[src/rtl/hog_axil_pkg.sv]
`default_nettype none
// ============================================================================
// Module   : hog_axil_pkg
// Brief    : Register map, STATUS bit positions and response codes shared by
//            the HOG AXI4-Lite register block.
// Revision : 1.0
// ============================================================================
package hog_axil_pkg;

    localparam logic [4:0] c_OFF_CTRL        = 5'h00;
    localparam logic [4:0] c_OFF_STATUS      = 5'h04;
    localparam logic [4:0] c_OFF_WIDTH       = 5'h08;
    localparam logic [4:0] c_OFF_HEIGHT      = 5'h0C;
    localparam logic [4:0] c_OFF_BRAM_HEIGHT = 5'h10;

    localparam int c_STAT_READY = 0;
    localparam int c_STAT_BUSY  = 1;
    localparam int c_STAT_ERR   = 2;

    localparam logic [1:0] c_RESP_OKAY = 2'b00;

    // Merge the byte lanes selected by strb from new_val into old_val.
    function automatic logic [31:0] apply_wstrb(input logic [31:0] old_val,
                                                input logic [31:0] new_val,
                                                input logic [3:0]  strb);
        logic [31:0] w_merged;
        w_merged = old_val;
        for (int i = 0; i < 4; i++) begin
            if (strb[i]) w_merged[i*8 +: 8] = new_val[i*8 +: 8];
        end
        return w_merged;
    endfunction

endpackage
`default_nettype wire

[src/rtl/hog_axil_wr_join.sv]
`default_nettype none
// ============================================================================
// Module   : hog_axil_wr_join
// Brief    : Joins independently accepted AW and W beats into one commit
//            strobe and owns the single-outstanding B response.
// Revision : 1.0
// ============================================================================
module hog_axil_wr_join #(
    parameter int ADDR_WIDTH = 5,
    parameter int DATA_WIDTH = 32
) (
    input  logic                    clk,
    input  logic                    rst,
    input  logic [ADDR_WIDTH-1:0]   i_awaddr,
    input  logic                    i_awvalid,
    output logic                    o_awready,
    input  logic [DATA_WIDTH-1:0]   i_wdata,
    input  logic [DATA_WIDTH/8-1:0] i_wstrb,
    input  logic                    i_wvalid,
    output logic                    o_wready,
    output logic                    o_bvalid,
    input  logic                    i_bready,
    output logic                    o_commit,
    output logic [ADDR_WIDTH-1:0]   o_addr,
    output logic [DATA_WIDTH-1:0]   o_data,
    output logic [DATA_WIDTH/8-1:0] o_strb
);

    logic                    r_aw_valid;
    logic [ADDR_WIDTH-1:0]   r_aw_addr;
    logic                    r_w_valid;
    logic [DATA_WIDTH-1:0]   r_w_data;
    logic [DATA_WIDTH/8-1:0] r_w_strb;
    logic                    r_bvalid;
    logic                    w_aw_hs;
    logic                    w_w_hs;

    assign o_awready = ~rst & ~r_aw_valid & ~r_bvalid;
    assign o_wready  = ~rst & ~r_w_valid  & ~r_bvalid;
    assign w_aw_hs   = i_awvalid & o_awready;
    assign w_w_hs    = i_wvalid  & o_wready;
    assign o_bvalid  = r_bvalid;

    // Commit fires in the cycle the second half of the pair arrives, so a
    // beat accepted this cycle is forwarded straight from the bus.
    assign o_commit = (r_aw_valid | w_aw_hs) & (r_w_valid | w_w_hs) & ~r_bvalid;
    assign o_addr   = r_aw_valid ? r_aw_addr : i_awaddr;
    assign o_data   = r_w_valid  ? r_w_data  : i_wdata;
    assign o_strb   = r_w_valid  ? r_w_strb  : i_wstrb;

    always_ff @(posedge clk) begin
        if (rst) begin
            r_aw_valid <= 1'b0;
            r_aw_addr  <= '0;
            r_w_valid  <= 1'b0;
            r_w_data   <= '0;
            r_w_strb   <= '0;
            r_bvalid   <= 1'b0;
        end else begin
            if (w_aw_hs) begin
                r_aw_valid <= 1'b1;
                r_aw_addr  <= i_awaddr;
            end
            if (w_w_hs) begin
                r_w_valid <= 1'b1;
                r_w_data  <= i_wdata;
                r_w_strb  <= i_wstrb;
            end
            if (o_commit) begin
                r_bvalid <= 1'b1;
            end else if (r_bvalid & i_bready) begin
                r_bvalid   <= 1'b0;
                r_aw_valid <= 1'b0;
                r_w_valid  <= 1'b0;
            end
        end
    end

endmodule
`default_nettype wire

[src/rtl/hog_axil_slave_regs.sv]
`default_nettype none
// ============================================================================
// Module   : hog_axil_slave_regs
// Brief    : AXI4-Lite control/status register block for the HOG core:
//            image dimensions, start pulse and busy/error status.
// Revision : 1.0
// ============================================================================
module hog_axil_slave_regs
    import hog_axil_pkg::*;
#(
    parameter int C_S_AXI_GP_DATA_WIDTH = 32,
    parameter int C_S_AXI_GP_ADDR_WIDTH = 5,
    parameter int DIM_WIDTH             = 11
) (
    input  logic                               clk,
    input  logic                               rst,
    input  logic [C_S_AXI_GP_ADDR_WIDTH-1:0]   s_axi_awaddr,
    input  logic [2:0]                         s_axi_awprot,
    input  logic                               s_axi_awvalid,
    output logic                               s_axi_awready,
    input  logic [C_S_AXI_GP_DATA_WIDTH-1:0]   s_axi_wdata,
    input  logic [C_S_AXI_GP_DATA_WIDTH/8-1:0] s_axi_wstrb,
    input  logic                               s_axi_wvalid,
    output logic                               s_axi_wready,
    output logic [1:0]                         s_axi_bresp,
    output logic                               s_axi_bvalid,
    input  logic                               s_axi_bready,
    input  logic [C_S_AXI_GP_ADDR_WIDTH-1:0]   s_axi_araddr,
    input  logic [2:0]                         s_axi_arprot,
    input  logic                               s_axi_arvalid,
    output logic                               s_axi_arready,
    output logic [C_S_AXI_GP_DATA_WIDTH-1:0]   s_axi_rdata,
    output logic [1:0]                         s_axi_rresp,
    output logic                               s_axi_rvalid,
    input  logic                               s_axi_rready,
    output logic                               start_o,
    input  logic                               ready_i,
    output logic [DIM_WIDTH-1:0]               width_o,
    output logic [DIM_WIDTH-1:0]               height_o,
    output logic [DIM_WIDTH-1:0]               bram_height_o
);

    localparam int c_PAD = C_S_AXI_GP_DATA_WIDTH - DIM_WIDTH;

    logic                               w_commit;
    logic [C_S_AXI_GP_ADDR_WIDTH-1:0]   w_waddr;
    logic [C_S_AXI_GP_DATA_WIDTH-1:0]   w_wdata;
    logic [C_S_AXI_GP_DATA_WIDTH/8-1:0] w_wstrb;
    logic [2:0]                         w_wr_idx;
    logic                               w_start_req;
    logic                               w_err_clr;
    logic [C_S_AXI_GP_DATA_WIDTH-1:0]   w_width_nx;
    logic [C_S_AXI_GP_DATA_WIDTH-1:0]   w_height_nx;
    logic [C_S_AXI_GP_DATA_WIDTH-1:0]   w_bram_nx;
    logic [C_S_AXI_GP_DATA_WIDTH-1:0]   w_status;
    logic [C_S_AXI_GP_DATA_WIDTH-1:0]   w_rd_data;
    logic                               w_ar_hs;
    logic                               w_unused;

    logic [DIM_WIDTH-1:0]               r_width;
    logic [DIM_WIDTH-1:0]               r_height;
    logic [DIM_WIDTH-1:0]               r_bram_height;
    logic                               r_start;
    logic                               r_busy;
    logic                               r_err;
    logic                               r_rvalid;
    logic [C_S_AXI_GP_DATA_WIDTH-1:0]   r_rdata;

    hog_axil_wr_join #(
        .ADDR_WIDTH (C_S_AXI_GP_ADDR_WIDTH),
        .DATA_WIDTH (C_S_AXI_GP_DATA_WIDTH)
    ) u_wr_join (
        .clk       (clk),
        .rst       (rst),
        .i_awaddr  (s_axi_awaddr),
        .i_awvalid (s_axi_awvalid),
        .o_awready (s_axi_awready),
        .i_wdata   (s_axi_wdata),
        .i_wstrb   (s_axi_wstrb),
        .i_wvalid  (s_axi_wvalid),
        .o_wready  (s_axi_wready),
        .o_bvalid  (s_axi_bvalid),
        .i_bready  (s_axi_bready),
        .o_commit  (w_commit),
        .o_addr    (w_waddr),
        .o_data    (w_wdata),
        .o_strb    (w_wstrb)
    );

    assign s_axi_bresp = c_RESP_OKAY;
    assign s_axi_rresp = c_RESP_OKAY;

    assign w_wr_idx    = w_waddr[4:2];
    assign w_start_req = w_commit & (w_wr_idx == c_OFF_CTRL[4:2]) & w_wstrb[0] & w_wdata[0];
    assign w_err_clr   = w_commit & (w_wr_idx == c_OFF_STATUS[4:2])
                         & w_wstrb[0] & w_wdata[c_STAT_ERR];

    assign w_width_nx  = apply_wstrb({{c_PAD{1'b0}}, r_width},       w_wdata, w_wstrb);
    assign w_height_nx = apply_wstrb({{c_PAD{1'b0}}, r_height},      w_wdata, w_wstrb);
    assign w_bram_nx   = apply_wstrb({{c_PAD{1'b0}}, r_bram_height}, w_wdata, w_wstrb);

    always_ff @(posedge clk) begin
        if (rst) begin
            r_width       <= '0;
            r_height      <= '0;
            r_bram_height <= '0;
        end else if (w_commit) begin
            if (w_wr_idx == c_OFF_WIDTH[4:2])       r_width       <= w_width_nx[DIM_WIDTH-1:0];
            if (w_wr_idx == c_OFF_HEIGHT[4:2])      r_height      <= w_height_nx[DIM_WIDTH-1:0];
            if (w_wr_idx == c_OFF_BRAM_HEIGHT[4:2]) r_bram_height <= w_bram_nx[DIM_WIDTH-1:0];
        end
    end

    // busy may only drop on a ready seen after the pulse cycle, so a core
    // that is still idle when start arrives is not mistaken for done.
    always_ff @(posedge clk) begin
        if (rst) begin
            r_start <= 1'b0;
            r_busy  <= 1'b0;
            r_err   <= 1'b0;
        end else begin
            r_start <= w_start_req & ~r_busy;
            if (w_start_req & ~r_busy) begin
                r_busy <= 1'b1;
            end else if (r_busy & ~r_start & ready_i) begin
                r_busy <= 1'b0;
            end
            if (w_start_req & r_busy) begin
                r_err <= 1'b1;
            end else if (w_err_clr) begin
                r_err <= 1'b0;
            end
        end
    end

    always_comb begin
        w_status               = '0;
        w_status[c_STAT_READY] = ready_i;
        w_status[c_STAT_BUSY]  = r_busy;
        w_status[c_STAT_ERR]   = r_err;
    end

    always_comb begin
        w_rd_data = '0;
        case (s_axi_araddr[4:2])
            c_OFF_STATUS[4:2]:      w_rd_data = w_status;
            c_OFF_WIDTH[4:2]:       w_rd_data = {{c_PAD{1'b0}}, r_width};
            c_OFF_HEIGHT[4:2]:      w_rd_data = {{c_PAD{1'b0}}, r_height};
            c_OFF_BRAM_HEIGHT[4:2]: w_rd_data = {{c_PAD{1'b0}}, r_bram_height};
            default:                w_rd_data = '0;
        endcase
    end

    assign s_axi_arready = ~rst & ~r_rvalid;
    assign w_ar_hs       = s_axi_arvalid & s_axi_arready;

    always_ff @(posedge clk) begin
        if (rst) begin
            r_rvalid <= 1'b0;
            r_rdata  <= '0;
        end else if (w_ar_hs) begin
            r_rvalid <= 1'b1;
            r_rdata  <= w_rd_data;
        end else if (r_rvalid & s_axi_rready) begin
            r_rvalid <= 1'b0;
        end
    end

    assign s_axi_rvalid  = r_rvalid;
    assign s_axi_rdata   = r_rdata;
    assign start_o       = r_start;
    assign width_o       = r_width;
    assign height_o      = r_height;
    assign bram_height_o = r_bram_height;

    assign w_unused = ^{s_axi_awprot, s_axi_arprot, w_waddr[1:0], s_axi_araddr[1:0],
                        w_width_nx[C_S_AXI_GP_DATA_WIDTH-1:DIM_WIDTH],
                        w_height_nx[C_S_AXI_GP_DATA_WIDTH-1:DIM_WIDTH],
                        w_bram_nx[C_S_AXI_GP_DATA_WIDTH-1:DIM_WIDTH]};

endmodule
`default_nettype wire
[config.mk]
export PLATFORM = sky130hd
export DESIGN_NAME = hog_axil_slave_regs
export DESIGN_NICKNAME = d
export VERILOG_FILES = /design/src/rtl/hog_axil_pkg.sv /design/src/rtl/hog_axil_wr_join.sv /design/src/rtl/hog_axil_slave_regs.sv
export SDC_FILE = /design/constraint.sdc
export NUM_CORES = 1
export LEC_CHECK = 0
export ABC_AREA = 1
export CAP_MARGIN = 20
export CORE_MARGIN = 8
export CORE_UTILIZATION = 44
export DETAILED_ROUTE_END_ITERATION = 6
export PLACE_DENSITY_LB_ADDON = 0.25
export SLEW_MARGIN = 25
export SYNTH_ARGS = -nofsm -noshare
export SYNTH_HDL_FRONTEND = slang
export SYNTH_SLANG_ARGS = --single-unit
export TNS_END_PERCENT = 5
[constraint.sdc]
create_clock -name clk -period 1.7 [get_ports clk]
set_input_delay 0.51 -clock clk [delete_from_list [all_inputs] [get_ports clk]]
set_output_delay 0.51 -clock clk [all_outputs]
set_load 0.005 [all_outputs]
* Word-level counts from Yosys, hierarchy flattened
Index checks and enable logic that the tools add are counted.
** Operators by class
- Equality and inequality tests :: 8
- Bitwise logic cells :: 31
- Reductions and logical operators :: 11
- Multiplexer cells :: 18
** Operators with widths (number)
- case mux 11 bit (4 select lines) :: 1
- AND 1 bit :: 22
- AND reduction 3 bit :: 6
- 2-to-1 mux 1 bit :: 14
- == test 3 x 2 -> 1 bit, second input constant :: 4
- 2-to-1 mux 11 bit :: 1
- nonzero test 2 bit :: 4
- inverter 1 bit :: 7
- == test 3 x 1 -> 1 bit, second input constant :: 2
- == test 3 bit, second input constant :: 2
- 2-to-1 mux 5 bit :: 1
- zero test 3 bit :: 1
- 2-to-1 mux 2 bit :: 1
- bitwise OR 1 bit :: 2
** Storage, ports and cells
- Output and inout port bits :: 75
- Logic and storage cells :: 85
- Flip-flop bits (word level) :: 90

* Longest topological paths before layout
- Depth after elaboration :: 12
- Gate-level depth with buffers :: 10
- Depth with buffers taken out :: 9

* Hierarchy
Synthesis repeated with hierarchy kept, for this count alone.
** Second synthesis, totals
- Cells, all modules :: 602
- Area, all modules :: 4433.0 um^2
** By module, submodules not included
- hog_axil_slave_regs :: cells an instance 311, area each 2333.5 um^2, times used 1
- hog_axil_wr_join :: cells an instance 291, area each 2099.5 um^2, times used 1

* Least setup slack after synthesis
Ideal clock, no wire load.
- Path type :: input port to flip-flop
- Start point :: input rst
- End point :: register r_bram_height[10], in the netlist bram_height_o[10]
- Data required time :: 1587 ps
- Setup time :: 113 ps
- Stages :: 10
- Path slack :: 177 ps
- Path buffers :: 2
- Arrival :: 1410 ps
- Path through :: buf_6 nor2_4 nand3_4 nand2_4 inv_2 nor2_4 buf_6 nand3_1 nand2_1 nor2_1
** Between the ends
- Cells in the longest elaborated chain, start to end :: 8
- Elaborated cells between the ends (all ways) :: 12
- Those cells by class :: bitwise (11); reduce/logical (1)
** RTL lines
- from (decl) :: RTL line hog_axil_slave_regs.sv:16 : input logic rst,
- inverter 1 bit :: RTL line hog_axil_wr_join.sv:38, hog_axil_wr_join.sv:39
- AND 1 bit (on tied branches) (2 in a row) :: RTL line hog_axil_wr_join.sv:38, hog_axil_wr_join.sv:39
- AND 1 bit (on tied branches) :: RTL line hog_axil_wr_join.sv:40, hog_axil_wr_join.sv:41
- bitwise OR 1 bit :: RTL line hog_axil_wr_join.sv:46 : assign o_commit = (r_aw_valid | w_aw_hs) & (r_w_valid | w_w_hs) & ~r_bvalid;
- AND 1 bit (2 in a row) :: RTL line hog_axil_wr_join.sv:46
- AND reduction 3 bit (no source line)
- to (signal assigned) :: RTL line hog_axil_slave_regs.sv:110 : if (w_wr_idx == c_OFF_BRAM_HEIGHT[4:2]) r_bram_height <= w_bram_nx[DIM_WIDTH-1:0];
- to (decl) :: RTL line hog_axil_slave_regs.sv:62 : logic [DIM_WIDTH-1:0] r_bram_height;
Parallel ways exist; a longest one is shown, timed or not.
A chain may end at the register's enable or synchronous reset.

* Final worst setup path
- Start point :: input s_axi_awaddr[2]
- End point :: register r_bram_height[2], in the netlist bram_height_o[2]
** Between the ends
- Cells in the longest elaborated chain, start to end :: 3
** RTL lines
- from (decl) :: RTL line hog_axil_slave_regs.sv:17 : input logic [C_S_AXI_GP_ADDR_WIDTH-1:0] s_axi_awaddr,
- 2-to-1 mux 5 bit :: RTL line hog_axil_wr_join.sv:47 : assign o_addr = r_aw_valid ? r_aw_addr : i_awaddr;
- == test 3 bit :: RTL line hog_axil_slave_regs.sv:110
- AND reduction 3 bit (no source line)
Every way passes these cells.

==> summary.md <==
| Metric | Value |
|---|---|
| ANT nets after route | 0 |
| Most used cell along the critical path | nor2_1 |
| GP Congestion | slightly above 0.8 |
| Antenna diodes | 0 |
| Synth top area cells | dfxtp_1 (40%), nand2_1 (17%), nor2_1 (9.4%) |
| M1 GR Usage | 0.199 |
| Max-slew violations | 0 |
| P per Cell Area | 783 mW/mm² |
| Critical Path End Type | register |
| DIE WIDTH | ~100 µm |
| Setup Viol. Count Final | 0 |
| Number of port buffers | 76 |
| Startpoint Class | primary input |
| TritonCTS clock tree | yes |
| Pre-CTS setup slack | -0.590 ns |
| Worst hold path type | register to register |
| Yosys reg bits | 67 |
| Clock Tree Buf Depth | 2 |
| Synthesis-to-finish area growth | 37.4% |
| Final HPWL DP | 6810 µm |
| Max cap viols | 0 |
| Worst-Skew Late Latency | between 0.3 and 0.4 ns |
| Vias in the first global route | approximately 3,300 |
| Clock Skew | a little under 0.008 ns |
| Register area | roughly 0.0014 mm² |
| Initial drt markers | about 110 |
| RSZ-0062 raised after global routing | yes |
| FMAX | about 0.61 GHz |
| Initial antenna violation count | 0 |
| Crit path kind | primary input to register |
| Hold_sp | u_wr_join.r_w_data[1]$_SDFFE_PP0P_ |
| Setup ws final | roughly 0.062 ns |
| RR Endpoint | width_o[10]$_SDFFE_PP0P_ |
| Hold path cells | 2 |
| Met3 usage | 0.0397 |
| Die height | 104 µm |
| First-pass GRT wire length | 15,300 µm |
| Final hold vios | 0 |
| WL/cell | 12.7 µm |
| GR peak layer | met2 |
| Met2 Use GR | 0.287 |
| FF-to-FF setup slack | 0.11 ns |
| Number of synthesis warnings | 0 |
| P_leak | 2.23 nW |
| Core ar. | roughly 0.0076 mm² |
| Critical path arrival | ~1.9 ns |
| Vias | between 3,000 and 4,000 |
| Post-synthesis instance total | about 510 |
| Global route overflow | 0 |
| CTS Root Cell | clkbuf_8 |
| IO Pins | roughly 140 |
| Crit path required time | around 2 ns |
| Count of cell types in the netlist | 25 |
| Min Tclk post-route | roughly 1.6 ns |
| Register area share after synthesis | 0.396 |
| Synthesized area | ~0.0034 mm² |
| Status | finished, final reports clean |
| VDD IR max | ~0.38 mV |
| Row count | 32 |
| Total Routing Usage GR | 0.168 |
| Share of the synthesized area in the top cell type | 0.396 |
| CTS Buf Count | 9 |
| First-pass detailed-route iteration total | 4 |
| Final period utilization | 0.964 |
| Critical path's largest stage delay | 0.46 ns |
| CP cell instances | clkdlybuf4s50_1 > nand2_1 > nand2_2 > nor2_1 > nand3_1 > nor2_4 > nor2_1 > nor2_1 |
| Critical Path Fanout Max | 8 |
| WHS Endpoint | u_wr_join.r_w_data[1]$_SDFFE_PP0P_ |
| TritonCTS Sinks | 67 |
| Slowest CP cell | clkdlybuf4s50_1 |
| Fillers | 754 |
| Via density | approximately 4.7 |
| Worst Hold Margin | between 0.4 and 0.5 ns |
| Share of layout cells above drive strength 1 | 0.193 |
| # H-tree levels | 3 |
| Starting Density | 0.445 |
| Pin count of the biggest net entering global routing | a little over 50 |
| Post-Route WL | approximately 9200 µm |
| Largest area contributor in the netlist | dfxtp_1 |
| CTS Hold Buffers Added | 0 |
| Multi-input logic area | about 0.0017 mm² |
| Final nets | around 680 |
| Worst-path clk slew | approximately 0.080 ns |
| DRC Markers | 0 |
| Syn_area_per_cell | 6.66 µm² |
| FF-to-FF path depth | 10 |
| Die Area | ~0.011 mm² |
| Worst R2R Start | u_wr_join.o_bvalid$_SDFFE_PP0P_ |
[where the power goes]
group | internal [mW] | switching (mW)
clock | 0.717 | 0.640
sequential | 1.61 | 0.0220
combinational | 0.285 | 0.360
total | 2.62 | 1.02
[critical path: cells and delay by family]
kind | cells | cell delay [ns]
AND/OR/NAND/NOR | 7 | 0.94
buffers and inverters | 1 | 0.46
[repair_timing]
action	4_1_cts	5_1_grt
endpoints found under the setup margin	83	39
setup buffers	5	2
cloned	0	3
gates resized for setup	89	13
pin swaps	2	6
[sequential cells by signal (all words and copies together), names as in the netlist]
register and flops:
bram_height_o 11, height_o 11, s_axi_rdata 11, u_wr_join.r_w_data 11, width_o 11, u_wr_join.r_aw_addr 3, u_wr_join.r_w_strb 2, r_busy 1
r_err 1, s_axi_rvalid 1, start_o 1, u_wr_join.o_bvalid 1, u_wr_join.r_aw_valid 1, u_wr_join.r_w_valid 1
[placed cells by master, fill, tap and decap left out, types with 2 or more instances in the layout]
cell / instances
a21oi_1: 29
buf_12: 2
buf_2: 3
buf_4: 37
buf_6: 3
clkbuf_16: 2
clkbuf_8: 10
clkdlybuf4s50_1: 23
clkinv_2: 2
clkinvlp_4: 2
conb_1: 25
dfxtp_1: 38
dfxtp_2: 29
dlygate4sd2_1: 45
dlymetal6s2s_1: 4
inv_1: 27
inv_2: 4
inv_4: 2
nand2_1: 148
nand2_2: 5
nand3_1: 50
nand3_4: 2
nor2_1: 81
nor2_2: 7
nor2_4: 5
nor3_1: 3
o21ai_0: 27
[stage by stage]
stage	util	cell area [µm²]	setup TNS, ns	std cells	total power, mW
after floorplan	-	3470	0	532	2.04
after global placement	0.570	4340	-22.82	699	2.25
after detailed placement	0.570	4340	-24.36	699	2.26
after CTS	0.598	4550	-0.0373	720	3.61
after global routing	0.611	4650	-0.342	725	3.80
final	0.611	4650	0	725	3.64
[worst max path at each step]
stage	startpoint	endpoint	slack, ns
finish	s_axi_awaddr[2]	bram_height_o[2]$_SDFFE_PP0P_	0.06
global route	s_axi_awaddr[4]	width_o[4]$_SDFFE_PP0P_	-0.07
CTS	height_o[9]$_SDFFE_PP0P_	height_o[9]	-0.04
detailed placement	rst	s_axi_arready	-0.59
global placement	rst	s_axi_arready	-0.57
floorplan	rst	bram_height_o[10]$_SDFFE_PP0P_	0.18
[metal layers]
metal  vias to the layer above  part of all wire
met1                      1507              0.44
met5                         -                 0
met2                       109              0.49
met4                         0            0.0095
li1                       1769                 -
met3                         6             0.066
[synthesized netlist by cell type]
library cell	n
inv_2	4
a21oi_1	29
nor2_4	5
o21bai_4	1
nor2_2	3
dfxtp_1	67
inv_1	28
inv_4	1
nand3b_1	1
nor3_1	3
nand3_1	50
conb_1	1
nand2_2	4
nand2_1	149
buf_6	5
o211ai_1	1
nor2_1	85
buf_2	2
o21ai_1	1
buf_1	4
nand3_4	2
clkbuf_1	9
o21ai_0	27
buf_4	25
nand2_4	1
[logic make-up (layout without fill, tap and decap cells)]
family / count (synthesis) / after routing / share of synthesized area
flops: 67 / 67 / 0.396
simple gates: 303 / 303 / 0.384
buf+inv: 78 / 169 / 0.127
compound gates: 59 / 59 / 0.0921
other cells: 1 / 25 / 0.00111
[layout make-up]
class	count	share of cell area
clock buffers	10	0.0296
well taps	102	0.0275
flip-flops and latches	67	0.296
clock inverters	6	0.0137
inverters	33	0.0277
multi-input cells	387	0.369
repair buffers	120	0.236
(Power assumes the default switching activity.)
